File: src/rtl/uart_cfg_ctrl_if.sv
// Bus bundle between the UART receiver/clock handler side and uart_cfg_ctrl.
// The slave modport is the controller's own view. The master modport is the driving side's view.
interface uart_cfg_ctrl_if;
  logic [8:0] frame;
  logic       frame_valid;
  logic [2:0] baud;
  logic       baud_ready;
  logic       parity;
  logic       parity_type;
  logic       stop_bits;
  logic [3:0] frame_length;
  logic [7:0] data_out;
  logic       data_valid;
  logic       cfg_err;
  logic       busy;

  modport master (
    output frame, frame_valid,
    input  baud, baud_ready, parity, parity_type, stop_bits, frame_length,
    input  data_out, data_valid, cfg_err, busy
  );

  modport slave (
    input  frame, frame_valid,
    output baud, baud_ready, parity, parity_type, stop_bits, frame_length,
    output data_out, data_valid, cfg_err, busy
  );
endinterface

File: src/rtl/uart_cfg_ctrl.sv
// In-band UART configuration: 0xA5 <cmd> <arg> [<chk>] reprograms baud/format; other bytes pass through.
// Optional macro UART_CFG_CHECKSUM_EN adds the checksum byte (0xA5 ^ cmd ^ arg).
module uart_cfg_ctrl #(
  parameter int TIMEOUT_CYCLES = 4096,
  parameter int SETTLE_CYCLES  = 16
) (
  input logic           clk_16bd,
  input logic           rst,
  uart_cfg_ctrl_if.slave bus
);
  localparam int TW = $clog2(TIMEOUT_CYCLES + 1);
  localparam int SW = $clog2(SETTLE_CYCLES + 1);
  localparam logic [7:0] SYNC     = 8'hA5;
  localparam logic [2:0] BAUD_RST = 3'b010;

  typedef enum logic [2:0] {
    IDLE, CMD, ARG,
`ifdef UART_CFG_CHECKSUM_EN
    CHK,
`endif
    APPLY, SETTLE
  } state_t;

  state_t        state;
  logic          fv_q;
  logic [7:0]    cmd, arg;
  logic [TW-1:0] tmo_cnt;
  logic [SW-1:0] st_cnt;
  logic          evt, timed_out, flen_ok;
  logic [7:0]    byte_in;
  logic          frame_unused;

  assign byte_in      = bus.frame[7:0];
  assign frame_unused = bus.frame[8];
  assign evt          = bus.frame_valid & ~fv_q;
  assign timed_out    = (tmo_cnt == TW'(TIMEOUT_CYCLES - 1));
  assign flen_ok      = (arg[7:4] >= 4'd5) && (arg[7:4] <= 4'd9);

  always_ff @(posedge clk_16bd) begin
    if (!rst) begin
      state            <= IDLE;
      fv_q             <= 1'b0;
      cmd              <= '0;
      arg              <= '0;
      tmo_cnt          <= '0;
      st_cnt           <= '0;
      bus.baud         <= BAUD_RST;
      bus.baud_ready   <= 1'b1;
      bus.parity       <= 1'b1;
      bus.parity_type  <= 1'b0;
      bus.stop_bits    <= 1'b0;
      bus.frame_length <= 4'b1000;
      bus.data_out     <= '0;
      bus.data_valid   <= 1'b0;
      bus.cfg_err      <= 1'b0;
      bus.busy         <= 1'b0;
    end else begin
      fv_q           <= bus.frame_valid;
      bus.data_valid <= 1'b0;
      bus.cfg_err    <= 1'b0;
      case (state)
        IDLE: begin
          tmo_cnt <= '0;
          if (evt) begin
            if (byte_in == SYNC) begin
              state    <= CMD;
              bus.busy <= 1'b1;
            end else begin
              bus.data_out   <= byte_in;
              bus.data_valid <= 1'b1;
            end
          end
        end
        CMD: begin
          if (evt) begin
            cmd     <= byte_in;
            tmo_cnt <= '0;
            state   <= ARG;
          end else if (timed_out) begin
            bus.cfg_err <= 1'b1;
            bus.busy    <= 1'b0;
            state       <= IDLE;
          end else tmo_cnt <= tmo_cnt + 1'b1;
        end
        ARG: begin
          if (evt) begin
            arg     <= byte_in;
            tmo_cnt <= '0;
`ifdef UART_CFG_CHECKSUM_EN
            state   <= CHK;
`else
            state   <= APPLY;
`endif
          end else if (timed_out) begin
            bus.cfg_err <= 1'b1;
            bus.busy    <= 1'b0;
            state       <= IDLE;
          end else tmo_cnt <= tmo_cnt + 1'b1;
        end
`ifdef UART_CFG_CHECKSUM_EN
        CHK: begin
          if (evt) begin
            tmo_cnt <= '0;
            if (byte_in == (SYNC ^ cmd ^ arg)) state <= APPLY;
            else begin
              bus.cfg_err <= 1'b1;
              bus.busy    <= 1'b0;
              state       <= IDLE;
            end
          end else if (timed_out) begin
            bus.cfg_err <= 1'b1;
            bus.busy    <= 1'b0;
            state       <= IDLE;
          end else tmo_cnt <= tmo_cnt + 1'b1;
        end
`endif
        APPLY: begin
          // baud and baud_ready move on the same edge so the clock handler never sees a stale-but-ready select
          st_cnt <= '0;
          case (cmd)
            8'h01: begin
              bus.baud <= arg[2:0];
              if (arg[2:0] != bus.baud) begin
                bus.baud_ready <= 1'b0;
                state          <= SETTLE;
              end else begin
                bus.busy <= 1'b0;
                state    <= IDLE;
              end
            end
            8'h02: begin
              if (flen_ok) begin
                bus.parity       <= arg[0];
                bus.parity_type  <= arg[1];
                bus.stop_bits    <= arg[2];
                bus.frame_length <= arg[7:4];
              end else bus.cfg_err <= 1'b1;
              bus.busy <= 1'b0;
              state    <= IDLE;
            end
            8'h03: begin
              bus.baud         <= BAUD_RST;
              bus.parity       <= 1'b1;
              bus.parity_type  <= 1'b0;
              bus.stop_bits    <= 1'b0;
              bus.frame_length <= 4'b1000;
              if (bus.baud != BAUD_RST) begin
                bus.baud_ready <= 1'b0;
                state          <= SETTLE;
              end else begin
                bus.busy <= 1'b0;
                state    <= IDLE;
              end
            end
            default: begin
              bus.cfg_err <= 1'b1;
              bus.busy    <= 1'b0;
              state       <= IDLE;
            end
          endcase
        end
        SETTLE: begin
          if (st_cnt == SW'(SETTLE_CYCLES - 1)) begin
            bus.baud_ready <= 1'b1;
            bus.busy       <= 1'b0;
            state          <= IDLE;
          end else st_cnt <= st_cnt + 1'b1;
        end
        default: begin
          bus.busy <= 1'b0;
          state    <= IDLE;
        end
      endcase
    end
  end
endmodule

File: src/flat_wrapper.sv
// flat-port wrapper written by rule: the top's interface ports become plain ports
module uart_cfg_ctrl_flat 
#(
  parameter int TIMEOUT_CYCLES = 4096,
  parameter int SETTLE_CYCLES  = 16
)
  (clk_16bd, rst, bus_frame, bus_frame_valid, bus_baud, bus_baud_ready, bus_parity, bus_parity_type, bus_stop_bits, bus_frame_length, bus_data_out, bus_data_valid, bus_cfg_err, bus_busy);
  uart_cfg_ctrl_if bus_i ();
  input logic clk_16bd;
  input logic rst;
  input wire logic [$bits(bus_i.frame)-1:0] bus_frame;
  input wire logic [$bits(bus_i.frame_valid)-1:0] bus_frame_valid;
  output wire logic [$bits(bus_i.baud)-1:0] bus_baud;
  output wire logic [$bits(bus_i.baud_ready)-1:0] bus_baud_ready;
  output wire logic [$bits(bus_i.parity)-1:0] bus_parity;
  output wire logic [$bits(bus_i.parity_type)-1:0] bus_parity_type;
  output wire logic [$bits(bus_i.stop_bits)-1:0] bus_stop_bits;
  output wire logic [$bits(bus_i.frame_length)-1:0] bus_frame_length;
  output wire logic [$bits(bus_i.data_out)-1:0] bus_data_out;
  output wire logic [$bits(bus_i.data_valid)-1:0] bus_data_valid;
  output wire logic [$bits(bus_i.cfg_err)-1:0] bus_cfg_err;
  output wire logic [$bits(bus_i.busy)-1:0] bus_busy;
  assign bus_i.frame = bus_frame;
  assign bus_i.frame_valid = bus_frame_valid;
  assign bus_baud = bus_i.baud;
  assign bus_baud_ready = bus_i.baud_ready;
  assign bus_parity = bus_i.parity;
  assign bus_parity_type = bus_i.parity_type;
  assign bus_stop_bits = bus_i.stop_bits;
  assign bus_frame_length = bus_i.frame_length;
  assign bus_data_out = bus_i.data_out;
  assign bus_data_valid = bus_i.data_valid;
  assign bus_cfg_err = bus_i.cfg_err;
  assign bus_busy = bus_i.busy;
  uart_cfg_ctrl #(.TIMEOUT_CYCLES(TIMEOUT_CYCLES), .SETTLE_CYCLES(SETTLE_CYCLES)) u_core (.clk_16bd(clk_16bd), .rst(rst), .bus(bus_i));
endmodule
File: config.mk
export PLATFORM = sky130hd
export DESIGN_NAME = uart_cfg_ctrl_flat
export DESIGN_NICKNAME = d
export VERILOG_FILES = /design/src/rtl/uart_cfg_ctrl_if.sv /design/src/rtl/uart_cfg_ctrl.sv /design/src/flat_wrapper.sv
export SDC_FILE = /design/constraint.sdc
export NUM_CORES = 1
export LEC_CHECK = 0
export CAP_MARGIN = 30
export CORE_MARGIN = 2
export CORE_UTILIZATION = 54
export DETAILED_ROUTE_END_ITERATION = 7
export PLACE_DENSITY = 0.9
export SETUP_SLACK_MARGIN = 0.02
export SLEW_MARGIN = 15
export SYNTH_ARGS = -nofsm -noshare
export SYNTH_HDL_FRONTEND = slang
export SYNTH_SLANG_ARGS = --single-unit
export TNS_END_PERCENT = 30
File: constraint.sdc
create_clock -name clk_16bd -period 2.1 [get_ports clk_16bd]
set_input_delay 0.42 -clock clk_16bd [delete_from_list [all_inputs] [get_ports clk_16bd]]
set_output_delay 0.42 -clock clk_16bd [all_outputs]
set_load 0.1 [all_outputs]
==> results.txt <==
status: complete, no violations
grt ovf: 0
DR vias: 2,297
RSZ-0062 raised after global routing: no
postcts setup bufs: 0
Die H: 74.1 um
core area: 4720 um^2
Non-Filler Instances: 414
Final nets: 358
final setup fails: 0
Layout area overhead: 27.0%
peak supply drop: 464 uV
cell depth of the worst setup path: 8
final hold vios: 0
Worst Setup SP: u_core.st_cnt[0]
Setup Crit Path Kind: flop to flop
Die ar.: 5490 um^2
Setup crit end kind: flop
DR pass1 iterations: 4
Final HPWL DP: 4.42 mm
met3 Resource Use GR: 0.0650
final hold slack: 0.467 ns
type of the tightest min-delay check: flop to flop
f_max: 507 MHz
setup TNS: 0 ns
leading area contributor after synthesis: dfxtp_1
Cells after Synth: 284
busiest grt layer: met2
register area share after synthesis: 0.445
Syn Nets: 299
Antenna diodes: 0
GRT Total Usage: 0.249
Final Cell Area: 3370 um^2
row count: 25
CTS tree: done
Post-CTS Hold Fix Bufs: 0
drt initial violations: 189
I/O pin count: 34
Clk pin slew, worst setup/hold paths: 0.06 ns
CP Data Required Time: 2.33 ns
warnings from Yosys: 0
commonest non-fill, non-tap cell in the layout: dfxtp_1
critical path's most frequent cell: ha_1
Post-Synthesis Cell Area: 2650 um^2
Max H-tree Level: 3
R2R setup slack: 0.13 ns
critical path's slowest cell: nor4b_2
die width: 74.1 um
DRT antenna net count: 0
reg2reg path depth: 8
critical path cell sequence: ha_1, and3_1, ha_1, nor4b_2, buf_4, nand4_1, xor2_1, nor2_1
Synth Flop Type: dfxtp_1
Final WS setup: 0.126 ns
CTS Sinks: 59
Placement Cell Area: 3170 um^2
CP Max Fanout: 7
max-cap viol count: 0
Min Clock Period, post-route: 1.97 ns
met2 Use GR: 0.404
largest net degree at the start of global routing: 20
most frequent cells in the layout: dfxtp_1, buf_4, nor2_1, mux2i_1, nand2_1
pre-CTS WS: -0.0830 ns
Worst Path Arrival: 2.20 ns
Tcrit/Tclk final: 0.940
actual slew at the worst max-slew pin: 0.495 ns
wire length per cell: 14.8 um
Max-slew headroom: 0.669
worst r2r src: u_core.st_cnt[0]
Post-Route WL: 6.12 mm
leakage: 1.43 nW
initial core utilization: 0.562
Root Buffer: clkbuf_8
pwr/cell area: 735 nW/um^2
Critical path destination: u_core.st_cnt[3]
ranking of synthesized cells by area: dfxtp_1, mux2i_1, nor2_1, a21oi_1, nand2_1
Crit path max-delay family: simple AND/OR/NAND/NOR gates
max incr delay on CP: 0.38 ns
initial antenna violation count: 0
CTS buffer count: 9
Layout fillers: 346
Synth Register Bits: 59
Yosys cell types: 54
WP buf/inv: 1
Yosys top cell area share: 0.445
DRC viols: 0
vias per inst: 5.55
reg-to-reg endpoint: u_core.st_cnt[3]
Max Root-Sink Buffers: 2
layout cells sized above 1: 0.228
number of synthesized flops with an enable pin: 0
# resized after CTS: 0
placed insts: 399
skew final: 0.0113 ns
clk_lat worst skew: 0.34 ns
vias in the first global route: 2,228
placer congestion estimate: 0.883
first-pass GRT wire length: 10.2 mm
IO buf count: 32
Post-synth ARST share: 0
Syn Area/Cell: 9.34 um^2
nature of the critical path startpoint: flop
fin. max-slew vios: 0
met1 Usage GRT: 0.314
-- metrics by stage --
step / power [mW] / utilization
6_report: 2.48 / 0.714
5_1_grt: 2.57 / 0.714
4_1_cts: 2.50 / 0.714
3_5_place_dp: 1.44 / 0.671
3_3_place_gp: 1.44 / 0.671
2_1_floorplan: 1.34 / -
-- report_power, final --
part	internal, mW	switching [mW]
combinational	0.0930	0.176
sequential	1.14	0.0116
clock	0.604	0.458
total	1.83	0.646
-- metal layers --
layer | vias up | part of all wire
met5 | - | 0
met4 | 0 | 0.014
met3 | 6 | 0.057
met2 | 64 | 0.48
met1 | 1092 | 0.45
li1 | 1135 | -
-- area by class of cell --
| class | count | area (um^2) | share of cell area |
|---|---|---|---|
| Clock buffer | 11 | 151 | 0.0449 |
| Clock inverter | 4 | 50.0 | 0.0148 |
| Tap cell | 67 | 83.8 | 0.0249 |
| Timing Repair Buffer | 61 | 495 | 0.147 |
| Inverter | 8 | 30.0 | 0.00891 |
| Multi-Input combinational cell | 204 | 1380 | 0.408 |
| Sequential cell | 59 | 1180 | 0.351 |
-- Yosys cell counts, drive strengths merged (7+ instances only) --
| master | count |
|---|---|
| o21ai | 10 |
| dfxtp | 59 |
| nor2 | 44 |
| mux2i | 26 |
| clkbuf | 8 |
| inv | 7 |
| nor3 | 7 |
| a21oi | 13 |
| nand2 | 14 |
| nand3 | 10 |
-- registers in the layout, summed over array words and instances (netlist names), 3 cells and up --
signal,cells
u_core.state,3
u_core.bus.data_out,8
u_core.cmd,8
u_core.bus.frame_length,4
u_core.bus.baud,3
u_core.tmo_cnt,13
u_core.arg,7
u_core.st_cnt,5
-- logic make-up (layout without fill, tap and decap cells) --
family / after synthesis / in the layout / share of synthesized area
flip-flops: 59 / 59 / 0.445
AO/OA/AOI/OAI: 50 / 50 / 0.131
buffers and inverters: 21 / 84 / 0.0363
adder cells (fa/ha/maj): 3 / 3 / 0.0141
AND/OR/NAND/NOR: 113 / 113 / 0.233
XOR/XNOR: 12 / 12 / 0.0424
multiplexers: 26 / 26 / 0.0981
-- worst min-delay path by stage --
stage	from	to	slack (ns)	cells after the start
after floorplan	u_core.st_cnt[4]	u_core.st_cnt[4]	0.45	2
after CTS	u_core.bus.stop_bits	u_core.bus.stop_bits	0.47	1
after global routing	u_core.bus.stop_bits	u_core.bus.stop_bits	0.49	1
final	u_core.bus.stop_bits	u_core.bus.stop_bits	0.47	1
after global placement	u_core.bus.stop_bits	u_core.bus.stop_bits	0.46	1
after detailed placement	u_core.bus.stop_bits	u_core.bus.stop_bits	0.46	1
-- worst reg2reg max path, delay by kind of cell (launching register included) --
kind	cells	cell delay, ns
XOR/XNOR	1	0.15
adder cells (fa/ha/maj)	2	0.42
buffers and inverters	1	0.23
flip-flops	1	0.33
AND/OR/NAND/NOR	4	0.73
No activity file was read; power rests on OpenSTA's default activity.
